File: config.mk
export PLATFORM = sky130hd
export DESIGN_NAME = femtosoc_bus_arbiter_flat
export DESIGN_NICKNAME = d
export VERILOG_FILES = /design/src/rtl/femtosoc_bus_arbiter_if.sv /design/src/rtl/femtosoc_bus_arbiter.sv /design/src/flat_wrapper.sv
export SDC_FILE = /design/constraint.sdc
export NUM_CORES = 1
export LEC_CHECK = 0
export BUFFER_PORTS_ARGS = -buffer_cell sky130_fd_sc_hd__buf_2
export CAP_MARGIN = 20
export CORE_AREA = 2 2 123 125
export DETAILED_ROUTE_END_ITERATION = 6
export DIE_AREA = 0 0 125 127
export HOLD_SLACK_MARGIN = 0.06
export SYNTH_ARGS = -nofsm -noshare
export SYNTH_HDL_FRONTEND = slang
export SYNTH_SLANG_ARGS = --single-unit
File: constraint.sdc
create_clock -name clk -period 4.8 [get_ports clk]
set_input_delay 0.48 -clock clk [delete_from_list [all_inputs] [get_ports clk]]
set_output_delay 0.48 -clock clk [all_outputs]
set_load 0.02 [all_outputs]
File: src/rtl/femtosoc_bus_arbiter_if.sv
// Native PicoRV32 memory-bus bundle for the two-master arbiter.
// The arbiter uses the slave modport; the requester/RAM side uses master.
`timescale 1ns/1ps
interface femtosoc_bus_arbiter_if;
   logic        m0_valid;
   logic [3:0]  m0_wstrb;
   logic [31:0] m0_addr;
   logic [31:0] m0_wdata;
   logic        m0_ready;
   logic [31:0] m0_rdata;

   logic        m1_valid;
   logic [3:0]  m1_wstrb;
   logic [31:0] m1_addr;
   logic [31:0] m1_wdata;
   logic        m1_ready;
   logic [31:0] m1_rdata;

   logic        s_valid;
   logic [3:0]  s_wstrb;
   logic [31:0] s_addr;
   logic [31:0] s_wdata;
   logic        s_ready;
   logic [31:0] s_rdata;

   modport slave (
      input  m0_valid, m0_wstrb, m0_addr, m0_wdata,
      output m0_ready, m0_rdata,
      input  m1_valid, m1_wstrb, m1_addr, m1_wdata,
      output m1_ready, m1_rdata,
      output s_valid, s_wstrb, s_addr, s_wdata,
      input  s_ready, s_rdata
   );

   modport master (
      output m0_valid, m0_wstrb, m0_addr, m0_wdata,
      input  m0_ready, m0_rdata,
      output m1_valid, m1_wstrb, m1_addr, m1_wdata,
      input  m1_ready, m1_rdata,
      input  s_valid, s_wstrb, s_addr, s_wdata,
      output s_ready, s_rdata
   );
endinterface

File: src/rtl/femtosoc_bus_arbiter.sv
// Two-master round-robin arbiter for the PicoRV32 native bus, with a watchdog
// that completes a stalled transfer with ERR_DATA so a dead slave cannot hang the SoC.
`timescale 1ns/1ps
module femtosoc_bus_arbiter #(
   parameter int          TIMEOUT_CYCLES = 256,
   parameter logic [31:0] ERR_DATA       = 32'hDEAD_BEEF
) (
   input  logic       clk,
   input  logic       reset,
   femtosoc_bus_arbiter_if.slave bus,
   output logic       busy,
   output logic       timeout_err,
   output logic [7:0] err_count
);

   localparam int WDOG_W = (TIMEOUT_CYCLES > 1) ? $clog2(TIMEOUT_CYCLES) : 1;
   localparam logic [WDOG_W-1:0] WDOG_LAST =
      WDOG_W'((TIMEOUT_CYCLES == 0) ? 0 : TIMEOUT_CYCLES - 1);

   typedef enum logic [1:0] {IDLE, GRANT0, GRANT1} state_t;

   state_t            state;
   logic              last_grant;
   logic [WDOG_W-1:0] wdog;

   logic        gnt0;
   logic        gnt1;
   logic        gnt_valid;
   logic        done_ok;
   logic        expire;
   logic        done;
   logic [31:0] resp_data;

   assign gnt0      = (state == GRANT0);
   assign gnt1      = (state == GRANT1);
   assign gnt_valid = (gnt0 & bus.m0_valid) | (gnt1 & bus.m1_valid);
   assign done_ok   = gnt_valid & bus.s_ready;
   // s_ready in the expiry cycle wins, so expiry requires no s_ready.
   assign expire    = (TIMEOUT_CYCLES != 0) && gnt_valid && !bus.s_ready && (wdog == WDOG_LAST);
   assign done      = done_ok | expire;
   assign resp_data = expire ? ERR_DATA : bus.s_rdata;

   always_comb begin
      bus.s_valid  = gnt_valid;
      bus.s_wstrb  = 4'h0;
      bus.s_addr   = 32'h0;
      bus.s_wdata  = 32'h0;
      if (gnt0) begin
         bus.s_wstrb = bus.m0_wstrb;
         bus.s_addr  = bus.m0_addr;
         bus.s_wdata = bus.m0_wdata;
      end else if (gnt1) begin
         bus.s_wstrb = bus.m1_wstrb;
         bus.s_addr  = bus.m1_addr;
         bus.s_wdata = bus.m1_wdata;
      end
   end

   // Completion is combinational on s_ready so the master sees ready in the slave's cycle.
   always_comb begin
      bus.m0_ready = gnt0 & done;
      bus.m1_ready = gnt1 & done;
      bus.m0_rdata = (gnt0 & done) ? resp_data : 32'h0;
      bus.m1_rdata = (gnt1 & done) ? resp_data : 32'h0;
      timeout_err  = expire;
      busy         = (state != IDLE);
   end

   always_ff @(posedge clk or posedge reset) begin
      if (reset) begin
         state      <= IDLE;
         last_grant <= 1'b1;
         wdog       <= '0;
         err_count  <= 8'h00;
      end else begin
         case (state)
            IDLE: begin
               wdog <= '0;
               // On a tie the master that did not win the previous tie is served.
               if (bus.m0_valid && (!bus.m1_valid || last_grant)) begin
                  state <= GRANT0;
                  if (bus.m1_valid) last_grant <= 1'b0;
               end else if (bus.m1_valid) begin
                  state <= GRANT1;
                  if (bus.m0_valid) last_grant <= 1'b1;
               end
            end
            GRANT0, GRANT1: begin
               if (!gnt_valid || done) state <= IDLE;
               else                    wdog  <= wdog + 1'b1;
               if (expire && (err_count != 8'hFF)) err_count <= err_count + 8'h01;
            end
            default: state <= IDLE;
         endcase
      end
   end

endmodule

File: src/flat_wrapper.sv
// flat-port wrapper written by rule: the top's interface ports become plain ports
module femtosoc_bus_arbiter_flat 
#(
   parameter int          TIMEOUT_CYCLES = 256,
   parameter logic [31:0] ERR_DATA       = 32'hDEAD_BEEF
)
  (clk, reset, busy, timeout_err, err_count, bus_m0_valid, bus_m0_wstrb, bus_m0_addr, bus_m0_wdata, bus_m0_ready, bus_m0_rdata, bus_m1_valid, bus_m1_wstrb, bus_m1_addr, bus_m1_wdata, bus_m1_ready, bus_m1_rdata, bus_s_valid, bus_s_wstrb, bus_s_addr, bus_s_wdata, bus_s_ready, bus_s_rdata);
  femtosoc_bus_arbiter_if bus_i ();
  input  logic clk;
  input  logic reset;
  output logic busy;
  output logic timeout_err;
  output logic [7:0] err_count;
  input wire logic [$bits(bus_i.m0_valid)-1:0] bus_m0_valid;
  input wire logic [$bits(bus_i.m0_wstrb)-1:0] bus_m0_wstrb;
  input wire logic [$bits(bus_i.m0_addr)-1:0] bus_m0_addr;
  input wire logic [$bits(bus_i.m0_wdata)-1:0] bus_m0_wdata;
  output wire logic [$bits(bus_i.m0_ready)-1:0] bus_m0_ready;
  output wire logic [$bits(bus_i.m0_rdata)-1:0] bus_m0_rdata;
  input wire logic [$bits(bus_i.m1_valid)-1:0] bus_m1_valid;
  input wire logic [$bits(bus_i.m1_wstrb)-1:0] bus_m1_wstrb;
  input wire logic [$bits(bus_i.m1_addr)-1:0] bus_m1_addr;
  input wire logic [$bits(bus_i.m1_wdata)-1:0] bus_m1_wdata;
  output wire logic [$bits(bus_i.m1_ready)-1:0] bus_m1_ready;
  output wire logic [$bits(bus_i.m1_rdata)-1:0] bus_m1_rdata;
  output wire logic [$bits(bus_i.s_valid)-1:0] bus_s_valid;
  output wire logic [$bits(bus_i.s_wstrb)-1:0] bus_s_wstrb;
  output wire logic [$bits(bus_i.s_addr)-1:0] bus_s_addr;
  output wire logic [$bits(bus_i.s_wdata)-1:0] bus_s_wdata;
  input wire logic [$bits(bus_i.s_ready)-1:0] bus_s_ready;
  input wire logic [$bits(bus_i.s_rdata)-1:0] bus_s_rdata;
  assign bus_i.m0_valid = bus_m0_valid;
  assign bus_i.m0_wstrb = bus_m0_wstrb;
  assign bus_i.m0_addr = bus_m0_addr;
  assign bus_i.m0_wdata = bus_m0_wdata;
  assign bus_m0_ready = bus_i.m0_ready;
  assign bus_m0_rdata = bus_i.m0_rdata;
  assign bus_i.m1_valid = bus_m1_valid;
  assign bus_i.m1_wstrb = bus_m1_wstrb;
  assign bus_i.m1_addr = bus_m1_addr;
  assign bus_i.m1_wdata = bus_m1_wdata;
  assign bus_m1_ready = bus_i.m1_ready;
  assign bus_m1_rdata = bus_i.m1_rdata;
  assign bus_s_valid = bus_i.s_valid;
  assign bus_s_wstrb = bus_i.s_wstrb;
  assign bus_s_addr = bus_i.s_addr;
  assign bus_s_wdata = bus_i.s_wdata;
  assign bus_i.s_ready = bus_s_ready;
  assign bus_i.s_rdata = bus_s_rdata;
  femtosoc_bus_arbiter #(.TIMEOUT_CYCLES(TIMEOUT_CYCLES), .ERR_DATA(ERR_DATA)) u_core (.clk(clk), .reset(reset), .bus(bus_i), .busy(busy), .timeout_err(timeout_err), .err_count(err_count));
endmodule
==> flow_metrics.tcl <==
set metrics [dict create \
    die_area_mm2 0.0159 \
    status "finished clean" \
    n_antenna_cell 0 \
    final_cell_mix "buf_2 (317), nand2_1 (73), o21a_1 (48)" \
    clock-sinks 19 \
    yosysWarnings 0 \
    overflow 0 \
    cts_tree "done" \
    crit_chain "ha_1 > nand3_2 > nor2_2 > nand2_2 > inv_2 > o21a_1 > buf_2" \
    cts_root_buf "clkbuf_16" \
    crit_type "register to output port" \
    syn-num-nets 518 \
    tightest_slew_ns 0.959 \
    ir_worst_vdd_mv 0.168 \
    path_clk_slew_ns 0.06 \
    critPathRequiredTime_ns 4.32 \
    die_x_um 125 \
    grt_use_total_pct 11.8 \
    ys_ff_latch 19 \
    cp.arrival_ns 2.95 \
    post_drt_wl_per_cell_um 13.5 \
    p_total_mw 1.81 \
    port_buffers 317 \
    htreeDepth 1 \
    finalMaxSlewViolations 0 \
    worst-path-max-fanout 50 \
    routed_via_density 4.47 \
    grt_max_degree 97 \
    post_cts_buffers 0 \
    rows 44 \
    grt_pass1_wl_mm 15.6 \
    clock_path_buffers 2 \
    dp_cells 809 \
    place_hpwl_mm 8.87 \
    synth_seq_area_share_pct 19.3 \
    worst_slack_ns 1.37 \
    setup_viol 0 \
    postSynthCellCount 340 \
    placed_cell_area_mm2 0.00414 \
    grt_setup_unrepaired "false" \
    die_h_um 127 \
    ant_nets 0 \
    min_path_type "input port to asynchronous set/reset pin" \
    p_per_area_mw_per_mm2 430 \
    ctsResizeCount 0 \
    cp_slowest_cell "inv_2" \
    period_share_pct 71.4 \
    max_clock_freq_ghz 0.292 \
    path_buf_inv 2 \
    n_fill_cell 1588 \
    async_flop_share_pct 100 \
    drc_errors 0 \
    insertion_delay_ns 0.25 \
    grt_pass1_vias 3038 \
    syn_to_final_growth_pct 70.8 \
    p_sw_share_pct 56.7 \
    synth_area_mm2 0.00247 \
    hold_violations 0 \
    combPwrFrac_pct 79.4 \
    start_util_pct 17.1 \
    cts_made_buffers 3 \
    drt-total-wl_mm 11.0 \
    yosysUniqueCellTypes 42 \
    crit_family "simple AND/OR/NAND/NOR gates" \
    p_sw_mw 1.03 \
    cpPeakStageDelay_ns 0.66 \
    ios 318 \
    skew_ns 0.00382 \
    post-place-ws_ns 1.67 \
    num_vias 3635 \
    syn_area_per_cell_um2 7.26 \
    dr.pass1.iters 4 \
    drv_cap 0 \
    clkPwrFrac_pct 9.6 \
    gp_congestion 0.770 \
    drive_gt1_share_pct 53.3 \
    nets 808 \
    p_int_mw 0.785 \
    ctsHoldBuffers 0 \
    layout_commonest_cell "buf_2" \
    synth-edff-count 0 \
    start_kind "register" \
    rrSetupSlack_ns 1.82 \
    min_period_ns 3.43 \
    drt_iter0_markers 172 \
    crit_path_end_kind "output port" \
    p_seq_share_pct 11.0 \
    max_slew_margin_pct 36.1 \
    antenna_found_initial 0 \
    design_area_mm2 0.00422 \
    fin_cells 813 \
    ys.flop_type "dfrtp_1" \
    p_leak_nw 2.48 \
    fin_setup_tns_ns 0 \
    core-area_mm2 0.0144 \
]
## cell families (layout without fill, tap and decap cells)
family / Yosys count / count (layout) / synth area share [%]
AOI/OAI and AO/OA: 137 / 137 / 40.8
buffers and inverters: 43 / 332 / 8.31
xor gates and xnor gates: 7 / 7 / 2.48
adders and majority gates: 5 / 5 / 2.53
and+or+nand+nor: 124 / 124 / 24.4
DFF: 19 / 19 / 19.3
muxes: 5 / 5 / 2.18
## sequential cells by signal, summed over array words and instances, names as in the netlist
| name | cells |
|---|---|
| u_core.wdog | 8 |
| u_core.state | 2 |
| u_core.last_grant | 1 |
| u_core.err_count | 8 |
## power by group through the flow
stage	combinational, mW	sequential, mW	clock [mW]
after global placement	1.46	0.202	0
after CTS	1.45	0.200	0.178
after floorplan	0.981	0.198	0
final	1.44	0.200	0.174
after global routing	1.55	0.203	0.185
after detailed placement	1.45	0.203	0
## through the flow
step | utilization [%] | hold WS, ns
2_1_floorplan | - | 0.430
3_3_place_gp | 28.7 | 0.478
3_5_place_dp | 28.7 | 0.486
4_1_cts | 29.2 | 0.386
5_1_grt | 29.2 | 0.411
6_report | 29.2 | 0.362
## Yosys cell counts, drive strengths merged (2+ instances only)
| cell type | instances | area share (%) |
|---|---|---|
| buf | 17 | 4.4 |
| o22ai | 2 | 0.51 |
| xnor2 | 7 | 2.5 |
| ha | 5 | 2.5 |
| o31ai | 2 | 1.0 |
| o211a | 3 | 1.2 |
| nor2 | 4 | 0.71 |
| and3 | 18 | 4.6 |
| o21ai | 36 | 7.3 |
| nand2b | 7 | 1.8 |
| o21a | 48 | 15 |
| mux2i | 2 | 0.81 |
| o311ai | 2 | 0.71 |
| nor4 | 2 | 1.1 |
| nand4 | 7 | 1.8 |
| o211ai | 2 | 0.61 |
| clkbuf | 18 | 2.7 |
| mux2 | 3 | 1.4 |
| nand3 | 6 | 1.4 |
| a22o | 35 | 12 |
| a31o | 2 | 0.71 |
| a211oi | 3 | 0.91 |
| nand2 | 74 | 11 |
| inv | 8 | 1.2 |
| dfrtp | 18 | 18 |
## path summary, 6_finish.rpt
| check | start | to | cells past startpoint |
|---|---|---|---|
| max | u_core.wdog[0] | bus_m1_rdata[25] | 7 |
| min reg2reg | u_core.err_count[5] | u_core.err_count[5] | 1 |
| max reg2reg | u_core.wdog[0] | u_core.err_count[6] | 7 |
| min in group clk | u_core.err_count[5] | u_core.err_count[5] | 1 |
| max in group asynchronous | reset | u_core.wdog[1] | 2 |
| min | reset | u_core.err_count[0] | 2 |
## layer usage
metal	global-route usage, %	wire length [um]
met1	15.0	4540
met2	21.5	5490
met3	1.55	911
met4	1.83	60
met5	0	0
## layout make-up
type	count	area, um2	share of cell area, %
Inverter	8	30.0	0.712
Timing Repair Buffer	320	1610	38.1
Sequential cell	19	477	11.3
Multi-Input combinational cell	278	1790	42.5
Clock buffer	4	78.8	1.87
Tap cell	184	230	5.46
## worst register-to-register path: stages (launching register included)
cell	delay, ns
dfrtp_1	0.41
ha_1	0.23
nand3_2	0.17
nor2_2	0.49
nand2_2	0.34
inv_2	0.66
nand4_1	0.19
mux2_1	0.35
Note: power is estimated with default switching activity, not from simulation.
